## config.mk

```make
export PLATFORM = sky130hd
export DESIGN_NAME = status_flag_unit_flat
export DESIGN_NICKNAME = d
export VERILOG_FILES = /design/src/rtl/status_flag_if.sv /design/src/rtl/status_flag_unit.sv /design/src/flat_wrapper.sv
export SDC_FILE = /design/constraint.sdc
export NUM_CORES = 1
export LEC_CHECK = 0
export CAP_MARGIN = 40
export CORE_ASPECT_RATIO = 1.1
export CORE_UTILIZATION = 58
export CTS_CLUSTER_DIAMETER = 40
export DETAILED_ROUTE_END_ITERATION = 12
export GPL_ROUTABILITY_DRIVEN = 0
export HOLD_SLACK_MARGIN = 0.08
export MAX_ROUTING_LAYER = met4
export PLACE_DENSITY = 0.89
export SYNTH_ARGS = -nofsm -noshare
export SYNTH_HDL_FRONTEND = slang
export SYNTH_SLANG_ARGS = --single-unit
```

## constraint.sdc

```tcl
create_clock -name clk -period 17 [get_ports clk]
set_input_delay 1.7 -clock clk [delete_from_list [all_inputs] [get_ports clk]]
set_output_delay 1.7 -clock clk [all_outputs]
set_load 0.01 [all_outputs]
```

## src/rtl/status_flag_if.sv

```systemverilog
// Execute-stage ALU command bus into the NZCV status unit, with result/status return.
interface status_flag_if #(parameter int WIDTH = 32);
  logic             in_valid;
  logic [3:0]       exe_cmd;
  logic             s_bit;
  logic [WIDTH-1:0] op1;
  logic [WIDTH-1:0] op2;
  logic             shifter_carry;
  logic             stall;
  logic             flush;
  logic             msr_en;
  logic [3:0]       msr_data;
  logic             out_valid;
  logic [WIDTH-1:0] out_result;
  logic [3:0]       status;
  logic [3:0]       status_fwd;

  modport master (
    output in_valid, exe_cmd, s_bit, op1, op2, shifter_carry, stall, flush, msr_en, msr_data,
    input  out_valid, out_result, status, status_fwd
  );
  modport slave (
    input  in_valid, exe_cmd, s_bit, op1, op2, shifter_carry, stall, flush, msr_en, msr_data,
    output out_valid, out_result, status, status_fwd
  );
endinterface

```

## src/rtl/status_flag_unit.sv

```systemverilog
// ALU result + NZCV flag generation; owns the architectural status register
// and forwards its next value for back-to-back dependent instructions.
module status_flag_unit #(
  parameter int WIDTH = 32
) (
  input  logic         clk,
  input  logic         rst_n,
  status_flag_if.slave bus
);
  localparam logic [3:0] C_MOV = 4'b0001, C_MVN = 4'b1001;
  localparam logic [3:0] C_ADD = 4'b0010, C_ADC = 4'b0011;
  localparam logic [3:0] C_SUB = 4'b0100, C_SBC = 4'b0101;
  localparam logic [3:0] C_AND = 4'b0110, C_ORR = 4'b0111, C_EOR = 4'b1000;

  logic [3:0]       status_q, status_d;
  logic             out_valid_q, out_valid_d;
  logic [WIDTH-1:0] out_result_q, out_result_d;

  logic             cin, arith, is_sub, passthru, cadd, eff;
  logic [WIDTH-1:0] opb, res;
  logic [WIDTH:0]   sum;
  logic [3:0]       flags;

  always_comb begin
    cin      = status_q[1];  // carry always from the register, never from status_fwd
    arith    = 1'b0;
    is_sub   = 1'b0;
    passthru = 1'b0;
    cadd     = 1'b0;
    unique case (bus.exe_cmd)
      C_ADD: arith = 1'b1;
      C_ADC: begin arith = 1'b1; cadd = cin; end
      C_SUB: begin arith = 1'b1; is_sub = 1'b1; cadd = 1'b1; end
      C_SBC: begin arith = 1'b1; is_sub = 1'b1; cadd = cin; end
      C_MOV, C_MVN, C_AND, C_ORR, C_EOR: passthru = 1'b1;
      default: ;
    endcase

    // Subtraction as op1 + ~op2 + carry_in, so C comes out as NOT borrow
    opb = is_sub ? ~bus.op2 : bus.op2;
    sum = {1'b0, bus.op1} + {1'b0, opb} + {{WIDTH{1'b0}}, cadd};

    res = '0;
    unique case (bus.exe_cmd)
      C_MOV: res = bus.op2;
      C_MVN: res = ~bus.op2;
      C_AND: res = bus.op1 & bus.op2;
      C_ORR: res = bus.op1 | bus.op2;
      C_EOR: res = bus.op1 ^ bus.op2;
      C_ADD, C_ADC, C_SUB, C_SBC: res = sum[WIDTH-1:0];
      default: ;
    endcase

    flags = status_q;
    if (arith)
      flags = {res[WIDTH-1], res == '0, sum[WIDTH],
               (bus.op1[WIDTH-1] == opb[WIDTH-1]) && (res[WIDTH-1] != bus.op1[WIDTH-1])};
    else if (passthru)
      flags = {res[WIDTH-1], res == '0, bus.shifter_carry, status_q[0]};

    eff = bus.in_valid & ~bus.flush & ~bus.stall;

    status_d     = status_q;
    out_valid_d  = out_valid_q;
    out_result_d = out_result_q;
    if (!bus.stall) begin
      if (bus.msr_en)          status_d = bus.msr_data;
      else if (eff && bus.s_bit) status_d = flags;
      out_valid_d = bus.in_valid & ~bus.flush;
      if (eff) out_result_d = res;
    end
  end

  always_ff @(posedge clk or negedge rst_n) begin
    if (!rst_n) begin
      status_q     <= 4'b0000;
      out_valid_q  <= 1'b0;
      out_result_q <= '0;
    end else begin
      status_q     <= status_d;
      out_valid_q  <= out_valid_d;
      out_result_q <= out_result_d;
    end
  end

  assign bus.status     = status_q;
  assign bus.status_fwd = status_d;
  assign bus.out_valid  = out_valid_q;
  assign bus.out_result = out_result_q;
endmodule
```

## src/flat_wrapper.sv

```systemverilog
// flat-port wrapper written by rule: the top's interface ports become plain ports
module status_flag_unit_flat 
#(
  parameter int WIDTH = 32
)
  (clk, rst_n, bus_in_valid, bus_exe_cmd, bus_s_bit, bus_op1, bus_op2, bus_shifter_carry, bus_stall, bus_flush, bus_msr_en, bus_msr_data, bus_out_valid, bus_out_result, bus_status, bus_status_fwd);
  status_flag_if #(.WIDTH(WIDTH)) bus_i ();
  input  logic clk;
  input  logic rst_n;
  input wire logic [$bits(bus_i.in_valid)-1:0] bus_in_valid;
  input wire logic [$bits(bus_i.exe_cmd)-1:0] bus_exe_cmd;
  input wire logic [$bits(bus_i.s_bit)-1:0] bus_s_bit;
  input wire logic [$bits(bus_i.op1)-1:0] bus_op1;
  input wire logic [$bits(bus_i.op2)-1:0] bus_op2;
  input wire logic [$bits(bus_i.shifter_carry)-1:0] bus_shifter_carry;
  input wire logic [$bits(bus_i.stall)-1:0] bus_stall;
  input wire logic [$bits(bus_i.flush)-1:0] bus_flush;
  input wire logic [$bits(bus_i.msr_en)-1:0] bus_msr_en;
  input wire logic [$bits(bus_i.msr_data)-1:0] bus_msr_data;
  output wire logic [$bits(bus_i.out_valid)-1:0] bus_out_valid;
  output wire logic [$bits(bus_i.out_result)-1:0] bus_out_result;
  output wire logic [$bits(bus_i.status)-1:0] bus_status;
  output wire logic [$bits(bus_i.status_fwd)-1:0] bus_status_fwd;
  assign bus_i.in_valid = bus_in_valid;
  assign bus_i.exe_cmd = bus_exe_cmd;
  assign bus_i.s_bit = bus_s_bit;
  assign bus_i.op1 = bus_op1;
  assign bus_i.op2 = bus_op2;
  assign bus_i.shifter_carry = bus_shifter_carry;
  assign bus_i.stall = bus_stall;
  assign bus_i.flush = bus_flush;
  assign bus_i.msr_en = bus_msr_en;
  assign bus_i.msr_data = bus_msr_data;
  assign bus_out_valid = bus_i.out_valid;
  assign bus_out_result = bus_i.out_result;
  assign bus_status = bus_i.status;
  assign bus_status_fwd = bus_i.status_fwd;
  status_flag_unit #(.WIDTH(WIDTH)) u_core (.clk(clk), .rst_n(rst_n), .bus(bus_i));
endmodule
```

==> impl_metrics.tcl <==
set metrics [dict create \
    mostFrequentLayoutCell "clkdlybuf4s50_1" \
    wire_per_inst_um 17.45 \
    syn_nets 993 \
    cts_tree "built" \
    p_int_uw 308.8 \
    cp_data_required_time_ns 15.30 \
    end_kind "output pin" \
    grt-ovfl-total 0 \
    row_count 39 \
    layout_min_cycle_time_ns 9.382 \
    grt_use_total_pct 34.29 \
    start_kind "input pin" \
    grt_pass1_wl_mm 29.56 \
    seq_area_frac_synth_pct 15.01 \
    fill_cells 798 \
    die_height_um 110.2 \
    syn_area_sq_um 6168 \
    peakVddDrop_mv 0.05545 \
    relSlewSlack_pct 49.87 \
    clk_latency_ns 0.29 \
    final_util_pct 73.50 \
    drc_errors 0 \
    tightest_slew_ns 0.7504 \
    critical_path_class "input pin to output pin" \
    start_util_pct 59.63 \
    p_switching_uw 195.5 \
    vias 6572 \
    pwr-share-seq_pct 23.7 \
    ys_seq_elements 37 \
    rsz0062_at_grt "false" \
    numClockSinks 37 \
    ys.flop_type "dfrtp_1" \
    syn_to_final_growth_pct 23.27 \
    drv_slew 0 \
    layout_common_cells "clkdlybuf4s50_1, ha_1, inv_1" \
    syn_area_per_cell_sq_um 7.559 \
    dp_hpwl_mm 13.41 \
    finalClockSkew_ns 0.005754 \
    swShare_pct 38.77 \
    crit_top_cell "a211oi_1" \
    syn_inst 816 \
    finalSetupTns_ns 0 \
    dieArea_sq_um 11050 \
    rr_worst_depth 15 \
    fin_crit_sh_pct 55.19 \
    p_clk_share_pct 22.2 \
    critPathSlowestCell "clkdlybuf4s50_1" \
    cp_cell_sequence "clkdlybuf4s50_1, nor3b_2, buf_4, inv_1, o21ai_0, fa_1, inv_1, fa_1, nor2b_1, o2111ai_1, a211oi_1, a211oi_1, a211oi_1, a21boi_1, xor2_1, o21ai_0, or4_1, o31ai_1, clkdlybuf4s50_1" \
    ys_types 66 \
    routed_wl_mm 18.28 \
    hold_start "u_core.bus.out_valid$_DFFE_PN0N_" \
    cpPeakStageDelay_ns 0.68 \
    design_area_sq_um 7604 \
    root_buffer "clkbuf_16" \
    combPwrFrac_pct 54.1 \
    cts_setup_buffers 0 \
    drt_first_iter_violations 657 \
    async_flop_share_pct 100.0 \
    synth_warnings 0 \
    numCtsBuffers 5 \
    htreeDepth 2 \
    grt_pass1_vias 6302 \
    dpl_worst_slack_ns 7.660 \
    finalSetupViolCount 0 \
    io_pins 121 \
    synth_edf_count 0 \
    min_path_type "flip-flop to flip-flop" \
    startpoint "bus_exe_cmd[2]" \
    port_buffers 120 \
    p_leak_nw 3.303 \
    cp_max_fo 33 \
    antenna_cells 0 \
    first_pass_iters 6 \
    core-area_sq_um 10340 \
    crit_arrival_ns 7.68 \
    dp.cells 1039 \
    path_clk_slew_ns 0.06 \
    vias_per_cell 6.277 \
    clockBufferDepth 2 \
    status "finished clean" \
    fin_nets 1080 \
    grt_max_degree 74 \
    power.total_uw 504.4 \
    hold_depth 1 \
    post_cts_resized 0 \
    worst-r2r-setup-slack_ns 12.58 \
    holdBufCountCts 0 \
    die_x_um 100.3 \
    layout-drive-gt1-share_pct 4.646 \
    dpl_cell_area_sq_um 7431 \
    r2r-start "u_core.bus.status[1]$_DFF_PN0_" \
    grt_antenna_before_repair 0 \
    postRouteAntennaNets 0 \
    fin_cells 1047 \
    reg2reg_to "u_core.bus.status[2]$_DFF_PN0_" \
    finalHoldViolations 0 \
    fmax_mhz 106.6 \
    p_per_area_nw_per_um2 66.33 \
    worstHoldEndpoint "u_core.bus.out_valid$_DFFE_PN0N_" \
    setup_ws_ns 7.618 \
    maxCapViolations 0 \
    finalHoldWorstSlack_ns 0.4783 \
]
## final cells by class
type | count | area (sq um) | area share, %
flip-flops and latches | 37 | 925.9 | 12.18
inverters | 80 | 300.3 | 3.949
multi-input cells | 649 | 4752 | 62.50
clock inverters | 1 | 30.03 | 0.3949
clock buffers | 7 | 142.6 | 1.876
well taps | 143 | 178.9 | 2.353
repair buffers | 130 | 1274 | 16.75
## worst max-delay path, delay by kind of cell
family / cells / cell delay [ns]
buffers and inverters: 5 / 1.92
AOI/OAI and AO/OA: 8 / 2.25
and+or+nand+nor: 3 / 0.99
adders and majority gates: 2 / 0.66
xor gates and xnor gates: 1 / 0.15
## synth_stat cells, types with 12 or more instances
| cell type | count | area [sq um] |
|---|---|---|
| a211oi_1 | 12 | 90.09 |
| a21oi_1 | 76 | 380.4 |
| a221o_1 | 12 | 120.1 |
| a22oi_1 | 16 | 120.1 |
| buf_2 | 12 | 60.06 |
| clkbuf_1 | 29 | 108.9 |
| dfrtp_1 | 37 | 925.9 |
| ha_1 | 95 | 1189 |
| inv_1 | 80 | 300.3 |
| nand2_1 | 51 | 191.4 |
| nand4_1 | 15 | 93.84 |
| nor2_1 | 78 | 292.8 |
| o21a_1 | 17 | 127.6 |
| o21ai_0 | 40 | 200.2 |
| xnor2_1 | 62 | 543.0 |
| xor2_1 | 14 | 122.6 |
## routing by layer
layer / wire length, um / share of wire (%) / GRT usage (%)
met3: 1398 / 7.6 / 4.603
met4: 905 / 5.0 / 17.91
met1: 7254 / 40 / 39.63
met2: 8716 / 48 / 58.37
met5: 0 / 0 / -
## power groups by stage
stage	registers, mW	logic [mW]	clock network (mW)
after floorplan	0.127	0.154	0
after global placement	0.120	0.260	0
after detailed placement	0.121	0.266	0
after CTS	0.119	0.269	0.111
after global routing	0.121	0.298	0.114
final	0.119	0.273	0.112
## kinds of logic after synthesis
family	after synthesis	share of synthesized area, %
AO/OA/AOI/OAI	254	27.55
AND/OR/NAND/NOR	207	15.92
buffers and inverters	130	8.154
adder cells (fa/ha/maj)	97	19.92
XOR/XNOR	76	10.79
flip-flops	37	15.01
multiplexers	15	2.657
## registers in the layout, summed over array words and instances, names as in the netlist
| signal | count |
|---|---|
| u_core.bus.out_result | 32 |
| u_core.bus.status | 4 |
| u_core.bus.out_valid | 1 |
## worst max path at each step
stage,endpoint,slack [ns],depth (start not counted)
global placement,bus_status_fwd[2],7.90,19
CTS,bus_status_fwd[2],7.61,19
global route,bus_status_fwd[2],7.16,19
floorplan,bus_status_fwd[2],8.41,21
finish,bus_status_fwd[2],7.62,19
detailed placement,bus_status_fwd[2],7.66,19
No activity file was read; power rests on OpenSTA's default activity.
